File: config.mk
export PLATFORM = sky130hd
export DESIGN_NAME = mem_access_unit_flat
export DESIGN_NICKNAME = d
export VERILOG_FILES = /design/src/rtl/mem_access_unit_if.sv /design/src/rtl/mem_access_unit.sv /design/src/flat_wrapper.sv
export SDC_FILE = /design/constraint.sdc
export NUM_CORES = 1
export LEC_CHECK = 0
export ABC_AREA = 1
export ABC_CLOCK_PERIOD_IN_PS = 4100
export CORE_UTILIZATION = 47
export DETAILED_ROUTE_END_ITERATION = 10
export GPL_ROUTABILITY_DRIVEN = 0
export MAX_ROUTING_LAYER = met4
export PLACE_DENSITY = 0.93
export SYNTH_ARGS = -nofsm -noshare
export SYNTH_HDL_FRONTEND = slang
export SYNTH_SLANG_ARGS = --single-unit
File: constraint.sdc
create_clock -name clk -period 4.1 [get_ports clk]
set_input_delay 0.41 -clock clk [delete_from_list [all_inputs] [get_ports clk]]
set_output_delay 0.41 -clock clk [all_outputs]
set_load 0.005 [all_outputs]
File: src/rtl/mem_access_unit_if.sv
// Shared memory port between the MEM-stage access unit (master) and the memory (slave).
// Wait states are inserted by holding mem_ack low while mem_req is high.
interface mem_access_unit_if #(
   parameter int DATA_W = 32,
   parameter int ADDR_W = 16
);
   logic              mem_req;
   logic              mem_we;
   logic [ADDR_W-1:0] mem_addr;
   logic [DATA_W-1:0] mem_wdata;
   logic [DATA_W-1:0] mem_rdata;
   logic              mem_ack;

   modport master (
      output mem_req, mem_we, mem_addr, mem_wdata,
      input  mem_rdata, mem_ack
   );

   modport slave (
      input  mem_req, mem_we, mem_addr, mem_wdata,
      output mem_rdata, mem_ack
   );
endinterface

File: src/rtl/mem_access_unit.sv
// MEM-stage access controller: arbitrates one memory port between instruction fetch and
// LDR/STR data accesses, with req/ack wait states, a watchdog abort and a registered write-back.
module mem_access_unit #(
   parameter int         DATA_W   = 32,
   parameter int         ADDR_W   = 16,
   parameter int         PC_W     = 8,
   parameter logic [3:0] OP_LDR   = 4'b1101,
   parameter logic [3:0] OP_STR   = 4'b1110,
   parameter int         WAIT_MAX = 15
) (
   input  logic              clk,
   input  logic              rst_n,
   input  logic              op_valid,
   output logic              op_ready,
   input  logic [3:0]        op_code,
   input  logic [DATA_W-1:0] src1,
   input  logic [DATA_W-1:0] src2,
   input  logic [DATA_W-1:0] alu_result,
   input  logic              fetch_req,
   input  logic [PC_W-1:0]   pc,
   output logic              fetch_done,
   output logic [DATA_W-1:0] instr,
   output logic              wb_valid,
   output logic [DATA_W-1:0] wb_data,
   output logic              err,
   mem_access_unit_if.master mem
);

   typedef enum logic [1:0] {IDLE, DATA, FETCH} state_t;

   state_t     state, state_nxt;
   logic       is_load;
   logic [7:0] wait_cnt;
   logic       accept, is_mem_op, acked, timed_out;
   logic       unused_src1_hi;

   assign unused_src1_hi = ^src1[DATA_W-1:ADDR_W];

   assign op_ready  = (state == IDLE);
   assign accept    = op_valid && op_ready;
   assign is_mem_op = (op_code == OP_LDR) || (op_code == OP_STR);
   // A spurious ack with no request outstanding never completes anything.
   assign acked     = mem.mem_req && mem.mem_ack;
   assign timed_out = mem.mem_req && !mem.mem_ack && (wait_cnt == 8'(WAIT_MAX - 1));

   // NOTE: sequential state uses non-blocking (<=) so every flop samples pre-edge values.
   always_ff @(posedge clk or negedge rst_n) begin
      if (!rst_n) state <= IDLE;
      else        state <= state_nxt;
   end

   // NOTE: defaults first so every path assigns state_nxt and no latch is inferred.
   always_comb begin
      state_nxt = state;
      unique case (state)
         IDLE: begin
            if (accept && is_mem_op)   state_nxt = DATA;
            else if (!accept && fetch_req) state_nxt = FETCH;
         end
         DATA, FETCH: begin
            if (acked || timed_out) state_nxt = IDLE;
         end
         default: state_nxt = IDLE;
      endcase
   end

   // The cycle after entering DATA/FETCH raises mem_req; the request is then held stable.
   always_ff @(posedge clk or negedge rst_n) begin
      if (!rst_n) begin
         mem.mem_req   <= 1'b0;
         mem.mem_we    <= 1'b0;
         mem.mem_addr  <= '0;
         mem.mem_wdata <= '0;
         wb_valid      <= 1'b0;
         wb_data       <= '0;
         fetch_done    <= 1'b0;
         instr         <= '0;
         err           <= 1'b0;
         is_load       <= 1'b0;
         wait_cnt      <= '0;
      end else begin
         wb_valid   <= 1'b0;
         fetch_done <= 1'b0;
         err        <= 1'b0;
         unique case (state)
            IDLE: begin
               if (accept && is_mem_op) begin
                  mem.mem_addr  <= src1[ADDR_W-1:0];
                  mem.mem_wdata <= src2;
                  mem.mem_we    <= (op_code == OP_STR);
                  is_load       <= (op_code == OP_LDR);
                  wait_cnt      <= '0;
               end else if (accept) begin
                  wb_data  <= alu_result;
                  wb_valid <= 1'b1;
               end else if (fetch_req) begin
                  mem.mem_addr <= ADDR_W'(pc);
                  mem.mem_we   <= 1'b0;
                  is_load      <= 1'b0;
                  wait_cnt     <= '0;
               end
            end
            DATA, FETCH: begin
               if (!mem.mem_req) begin
                  mem.mem_req <= 1'b1;
               end else if (acked || timed_out) begin
                  mem.mem_req <= 1'b0;
                  mem.mem_we  <= 1'b0;
                  err         <= timed_out;
                  if (state == FETCH) begin
                     instr      <= acked ? mem.mem_rdata : '0;
                     fetch_done <= 1'b1;
                  end else if (is_load) begin
                     wb_data  <= acked ? mem.mem_rdata : '0;
                     wb_valid <= 1'b1;
                  end
               end else begin
                  wait_cnt <= wait_cnt + 8'd1;
               end
            end
            default: ;
         endcase
      end
   end

endmodule
File: src/flat_wrapper.sv
// flat-port wrapper written by rule: the top's interface ports become plain ports
module mem_access_unit_flat 
#(
   parameter int         DATA_W   = 32,
   parameter int         ADDR_W   = 16,
   parameter int         PC_W     = 8,
   parameter logic [3:0] OP_LDR   = 4'b1101,
   parameter logic [3:0] OP_STR   = 4'b1110,
   parameter int         WAIT_MAX = 15
)
  (clk, rst_n, op_valid, op_ready, op_code, src1, src2, alu_result, fetch_req, pc, fetch_done, instr, wb_valid, wb_data, err, mem_mem_req, mem_mem_we, mem_mem_addr, mem_mem_wdata, mem_mem_rdata, mem_mem_ack);
  mem_access_unit_if #(.DATA_W(DATA_W), .ADDR_W(ADDR_W)) mem_i ();
  input  logic clk;
  input  logic rst_n;
  input  logic op_valid;
  output logic op_ready;
  input  logic [3:0] op_code;
  input  logic [DATA_W-1:0] src1;
  input  logic [DATA_W-1:0] src2;
  input  logic [DATA_W-1:0] alu_result;
  input  logic fetch_req;
  input  logic [PC_W-1:0] pc;
  output logic fetch_done;
  output logic [DATA_W-1:0] instr;
  output logic wb_valid;
  output logic [DATA_W-1:0] wb_data;
  output logic err;
  output wire logic [$bits(mem_i.mem_req)-1:0] mem_mem_req;
  output wire logic [$bits(mem_i.mem_we)-1:0] mem_mem_we;
  output wire logic [$bits(mem_i.mem_addr)-1:0] mem_mem_addr;
  output wire logic [$bits(mem_i.mem_wdata)-1:0] mem_mem_wdata;
  input wire logic [$bits(mem_i.mem_rdata)-1:0] mem_mem_rdata;
  input wire logic [$bits(mem_i.mem_ack)-1:0] mem_mem_ack;
  assign mem_mem_req = mem_i.mem_req;
  assign mem_mem_we = mem_i.mem_we;
  assign mem_mem_addr = mem_i.mem_addr;
  assign mem_mem_wdata = mem_i.mem_wdata;
  assign mem_i.mem_rdata = mem_mem_rdata;
  assign mem_i.mem_ack = mem_mem_ack;
  mem_access_unit #(.DATA_W(DATA_W), .ADDR_W(ADDR_W), .PC_W(PC_W), .OP_LDR(OP_LDR), .OP_STR(OP_STR), .WAIT_MAX(WAIT_MAX)) u_core (.clk(clk), .rst_n(rst_n), .op_valid(op_valid), .op_ready(op_ready), .op_code(op_code), .src1(src1), .src2(src2), .alu_result(alu_result), .fetch_req(fetch_req), .pc(pc), .fetch_done(fetch_done), .instr(instr), .wb_valid(wb_valid), .wb_data(wb_data), .err(err), .mem(mem_i));
endmodule
==> out/results.txt, run 1 <==
Htree depth - 4
Async set-reset flop share out of synthesis - 100%
Adder-Cell Fraction of Synth Area - 0.996%
Vias per cell - 5.04
Cell count after synthesis - 757
Initial antenna violation count - 0
Reg2Reg Depth - 10
Clock latency on the worst-skew pair - 0.41 ns
Die width - 118 um
Largest net degree at the start of global routing - 69
DRT Pass-1 Iters - 5
Crit-path max FO - 64
Placed cells - 1142
Status - finished clean
Worst slew pin tran - 0.773 ns
Fin nets - 1139
Reg-to-Reg End - u_core.wb_data[2]
Worst r2r src - u_core.state[0]
Synth area leader - dfrtp_1
Complex-gate fraction of the synthesized area - 10.6%
Final Power - 6.42 mW
RSZ-0062 raised after global routing - no
Syn_nets - 907
DRC viols - 0
Post-Synth Simple-Gate Area - 28.9%
CTS tree - built
Resized cells post-CTS - 0
Crit path capture type - flop
Largest cells by area after synthesis - dfrtp_1 (51%), nand2_1 (18%), o21ai_2 (4.5%), inv_1 (3.9%), a21boi_0 (3.7%)
Longest Clk Path Bufs - 2
XOR/XNOR Fraction of Synth Area - 0%
Num CTS Buffers - 17
CP Data Arrival Time - 3.14 ns
Register area share after synthesis - 51.0%
Top_reg_cell synth - dfrtp_1
Area share of the largest cell type after synthesis - 51.0%
First-pass GRT wire length - 29.6 mm
Post-synth top cells - nand2_1 (300), dfrtp_1 (128), inv_1 (65), nor2_1 (49), nand3_1 (39)
Area delta synth->final - 48.1%
Max transition margin - 48.4%
Fin. max-slew vios - 0
Hpwl dp - 12.4 mm
Most common cell in the netlist - nand2_1
Post-CTS Setup Bufs - 0
Post-synth EDFFs - 0
Number of distinct library cells after synthesis - 31
CP required - 4.43 ns
Max_cap viols - 0
Ant diodes - 0
R2R Setup Slk - 1.29 ns
Avg Cell Area, Syn - 8.29 sq um
WL final - 18.1 mm
Clk_skew - 0.00811 ns
Seq cells post-synth - 128
Pwr Density - 690 nW/um^2
Root buffer cell - clkbuf_16
Clock Sinks - 128
Total number of vias - 5919
Die Span Y - 118 um
Clk pin slew, worst setup/hold paths - 0.05 ns
PortBufs - 246
Mux cell area share after synthesis - 0%
Post-route insts no fill - 1174
Number of global-route vias before repair - 5944
Hold_buf cts - 0
Global-route usage over all layers - 27.7%
FILL cells - 922
FP Rows - 41
Fin Setup TNS - 0 ns
Share of cells above drive strength 1 - 10.1%
Final Cycle Share - 68.6%
Hold Crit Class - in2async
Initial Utilization - 49.0%
Synth warn - 0
Hold_ws - 0.0646 ns
CP Launch Type - flop
GRT overflow - 0
Die area - 13800 sq um
Worst vdd ir - 0.416 mV
P_leak - 4.53 nW
Final Critical Period - 2.81 ns
Setup Viol. Count Final - 0
F_max - 0.356 GHz
Main combinational cell family by area after synthesis - simple AND/OR/NAND/NOR gates
WL per Instance - 15.4 um
Post-synthesis cell area - 6280 sq um
Io pins - 263
Post-route ant nets - 0
Total core area - 12800 sq um
1st-iter DRT viols - 480
Final hold violations - 0
Kind of critical path - reg2reg
how the worst max path moves through the flow:
stage                               start            endpoint  slack, ns
after floorplan           u_core.state[0]  u_core.wb_data[10]       2.41
after global placement         op_code[1]   u_core.wb_data[4]       1.22
after detailed placement       op_code[1]  u_core.wb_data[20]       1.15
after CTS                 u_core.state[0]   u_core.wb_data[2]       1.32
after global routing      u_core.state[0]   u_core.wb_data[4]       1.04
final                     u_core.state[0]   u_core.wb_data[2]       1.29
cells in the final DEF (no fill, tap or decap), types with 2 or more instances in the layout:
| cell | instances |
|---|---|
| clkbuf_16 | 17 |
| nand2_4 | 3 |
| nor2_1 | 49 |
| nand4_1 | 10 |
| nand3_1 | 39 |
| clkdlybuf4s50_1 | 245 |
| nand3_4 | 3 |
| ha_1 | 5 |
| clkinv_2 | 7 |
| o21ai_2 | 32 |
| inv_1 | 65 |
| clkinvlp_4 | 2 |
| a21boi_0 | 31 |
| clkbuf_8 | 3 |
| o21ai_0 | 20 |
| inv_2 | 4 |
| nand2_1 | 300 |
| dfrtp_1 | 128 |
| o22ai_1 | 2 |
| buf_4 | 5 |
| nand2_2 | 16 |
cell type report:
type,instances,area (sq um),share of cell area [%]
clock buffer,21,470,5.06
sequential,128,3200,34.5
inverter,70,265,2.85
clock inverter,11,88.8,0.956
tap,172,215,2.31
multi-input combinational,521,2540,27.4
timing repair buffer,251,2510,27.0
registers in the layout, summed over array words and instances (netlist names), 2 cells and up:
register / count
u_core.mem.mem_addr: 16
u_core.state: 2
u_core.instr: 32
u_core.mem.mem_wdata: 32
u_core.wait_cnt: 8
u_core.wb_data: 32
through the flow:
stage	setup slack (ns)	area, sq um	util [%]
final	1.29	9300	72.5
after global routing	1.04	9300	72.5
after CTS	1.32	9300	72.5
after detailed placement	1.15	8740	68.1
after global placement	1.22	8740	68.1
after floorplan	2.41	6280	-
power breakdown:
part / switching (mW) / internal, mW
combinational: 1.48 / 1.43
clock: 0.527 / 0.873
sequential: 0.317 / 1.78
metal layers:
metal,wire length [um],GRT usage (%),up-vias
li1,-,-,2823
met1,7310,33.0,2811
met2,9250,46.6,240
met3,940,4.26,45
met4,590,12.4,0
met5,0,-,-
logic make-up after synthesis:
kind of cell / after synthesis
and+or+nand+nor: 426
buffers and inverters: 108
DFF: 128
AOI/OAI and AO/OA: 90
adders and majority gates: 5
worst max-delay path, cell delays in order, from the launching register on:
cell and delay (ns):
dfrtp_1 0.40, inv_1 0.10, ha_1 0.32, nand2_1 0.17, inv_2 0.12, nand2_4 0.30, inv_4 0.52, nor2_4 0.08
nand2_8 0.39, nand2_1 0.14, o21ai_2 0.08
(Power assumes the default switching activity.)
==> inputs of run 2 (changes only) <==
--- a/config.mk
+++ b/config.mk
@@ -6,12 +6,12 @@
 export NUM_CORES = 1
 export LEC_CHECK = 0
 export ABC_AREA = 1
-export ABC_CLOCK_PERIOD_IN_PS = 4100
-export CORE_UTILIZATION = 47
+export ABC_CLOCK_PERIOD_IN_PS = 2900
+export CORE_UTILIZATION = 43
 export DETAILED_ROUTE_END_ITERATION = 10
 export GPL_ROUTABILITY_DRIVEN = 0
 export MAX_ROUTING_LAYER = met4
-export PLACE_DENSITY = 0.93
+export PLACE_DENSITY = 0.87
 export SYNTH_ARGS = -nofsm -noshare
 export SYNTH_HDL_FRONTEND = slang
 export SYNTH_SLANG_ARGS = --single-unit
==> constraint.sdc (replaced) <==
create_clock -name clk -period 2.9 [get_ports clk]
set_input_delay 0.29 -clock clk [delete_from_list [all_inputs] [get_ports clk]]
set_output_delay 0.29 -clock clk [all_outputs]
set_load 0.005 [all_outputs]
==> out/results.txt, run 2 (synthesis results as in run 1) <==
Longest Clk Path Bufs - 2 (unchanged)
Clock latency on the worst-skew pair - 0.41 ns (about the same)
Fin Setup TNS - 0 ns (unchanged)
Max_cap viols - 0 (unchanged)
CP Data Arrival Time - 2.63 ns (-0.51 ns)
Post-route ant nets - 0 (unchanged)
Final Power - 9.29 mW (+45%)
CTS tree - built
Largest registers - u_core.instr: 32 flops, u_core.mem.mem_wdata: 32 flops, u_core.wb_data: 32 flops
GRT overflow - 0 (unchanged)
Reg-to-Reg End - u_core.mem.mem_addr[11]
Initial Utilization - 44.7% (-4.2 points)
Final hold violations - 0 (unchanged)
F_max - 0.421 GHz (+18%)
P_leak - 4.56 nW (+0.86%)
Global-route usage over all layers - 25.4% (-2.3 points)
FILL cells - 1115 (+21%)
Layer with the highest usage - met2
1st-iter DRT viols - 313 (-35%)
Final Util - 66.9% (-5.6 points)
WL final - 17.8 mm (-1.4%)
Hpwl dp - 12.3 mm (-0.65%)
Hold Crit Class - in2async
Number of global-route vias before repair - 5748 (-3.3%)
Status - finished clean
First-pass GRT wire length - 28.4 mm (-4.1%)
M3 GR Usage - 5.11% (+0.85 points)
Clk pin slew, worst setup/hold paths - 0.06 ns (about the same)
DRC viols - 0 (unchanged)
FP Rows - 43 (+4.9%)
Clk_skew - 0.00708 ns (-0.00104 ns)
Num CTS Buffers - 17 (unchanged)
Worst vdd ir - 0.496 mV (+19%)
Total core area - 14000 sq um (+9.5%)
Setup Viol. Count Final - 0 (unchanged)
CP Launch Type - flop
CP required - 3.15 ns (-1.28 ns)
Most frequent cells in the layout - nand2_1 (300), clkdlybuf4s50_1 (245), dfrtp_1 (128)
Share of cells above drive strength 1 - 10.0% (-0.030 points)
Largest net degree at the start of global routing - 65 (-5.8%)
Final Critical Period - 2.38 ns (-0.435 ns)
Htree depth - 4 (unchanged)
Reg area - 3200 sq um (unchanged)
Met2 usage in global routing - 42.0% (-4.6 points)
DRT Pass-1 Iters - 5 (unchanged)
Global-route met1 utilization - 29.3% (-3.7 points)
Vias per cell - 4.92 (-2.5%)
Setup crit start - u_core.state[0]
Ant diodes - 0 (unchanged)
WL per Instance - 15.1 um (-2.3%)
Die width - 123 um (+4.5%)
Fin. max-slew vios - 0 (unchanged)
Clock Sinks - 128 (unchanged)
Initial antenna violation count - 0 (unchanged)
Worst slew pin tran - 0.571 ns (-0.202 ns)
Reg2Reg Depth - 8 (-2)
PortBufs - 246 (unchanged)
Worst r2r src - u_core.state[0]
Die area - 15100 sq um (+9.1%)
Total number of vias - 5825 (-1.6%)
Io pins - 263 (unchanged)
Die Span Y - 123 um (+4.5%)
Area of the multi-input gates - 2540 sq um (unchanged)
Pwr Density - 989 nW/um^2 (+43%)
Area delta synth->final - 49.6%
Fin nets - 1143 (+0.35%)
R2R Setup Slk - 0.52 ns (-0.76 ns)
Crit-path max FO - 43 (-33%)
Kind of critical path - reg2reg
Crit path capture type - flop
Final Cycle Share - 81.9% (+13 points)
RSZ-0062 raised after global routing - no
Most common cell after layout, fill and taps aside - nand2_1
Root buffer cell - clkbuf_16
Max transition margin - 61.9% (+13 points)
[run 2: changes by cell type in the layout (fill, tap and decap cells not counted), sizes merged]
| cell | change |
|---|---|
| clkinvlp | -1 |
| bufinv | +3 |
| buf | +3 |
| clkbuf | -1 |
| dlygate4sd3 | +1 |
| clkinv | -2 |
[run 2: worst max path at each step]
stage / endpoint / cells after the start / slack [ns]
2_1_floorplan: u_core.wb_data[10] / 10 / 1.21
3_3_place_gp: u_core.mem.mem_addr[13] / 9 / 0.59
3_5_place_dp: u_core.mem.mem_addr[11] / 9 / 0.55
4_1_cts: u_core.mem.mem_addr[11] / 8 / 0.51
5_1_grt: u_core.mem.mem_addr[11] / 8 / 0.33
6_report: u_core.mem.mem_addr[11] / 8 / 0.52
[run 2: layer usage]
layer / vias up / share of wire [%]
met2: 216 / 50
met1: 2727 / 40
li1: 2837 / -
met5: - / 0
met3: 45 / 6.2
met4: 0 / 3.3
[run 2: cell type report]
class | count | area share (%)
timing repair buffer | 255 | 27.2
clock buffer | 20 | 4.65
multi-input combinational | 521 | 27.1
tap | 180 | 2.40
sequential | 128 | 34.1
inverter | 70 | 2.82
clock inverter | 11 | 1.76
[run 2: power by group]
group / switching [mW] / internal, mW
logic: 2.09 / 2.05
clock network: 0.778 / 1.43
registers: 0.427 / 2.52
total: 3.30 / 6.00
[run 2: critical path: stages, from the launching register on]
cell	delay [ns]
dfrtp_1	0.40
inv_1	0.10
ha_1	0.33
nand2_1	0.17
inv_2	0.12
nand2_4	0.07
buf_4	0.28
a21oi_4	0.52
o21ai_0	0.21
[run 2: repair_timing]
item,4_1_cts,5_1_grt
hold buffers,1,0
setup buffers,0,0
hold endpoints to repair,38,0
gates resized for setup,0,0
[run 2: metrics by stage]
stage | hold WS [ns] | cells | cell area [sq um] | setup WS (ns)
after detailed placement | 0.316 | 1153 | 8780 | 0.549
after global placement | 0.320 | 1153 | 8780 | 0.586
after CTS | 0.399 | 1185 | 9390 | 0.509
after global routing | 0.414 | 1185 | 9390 | 0.332
final | 0.409 | 1185 | 9390 | 0.524
after floorplan | -0.00559 | 757 | 6280 | 1.21
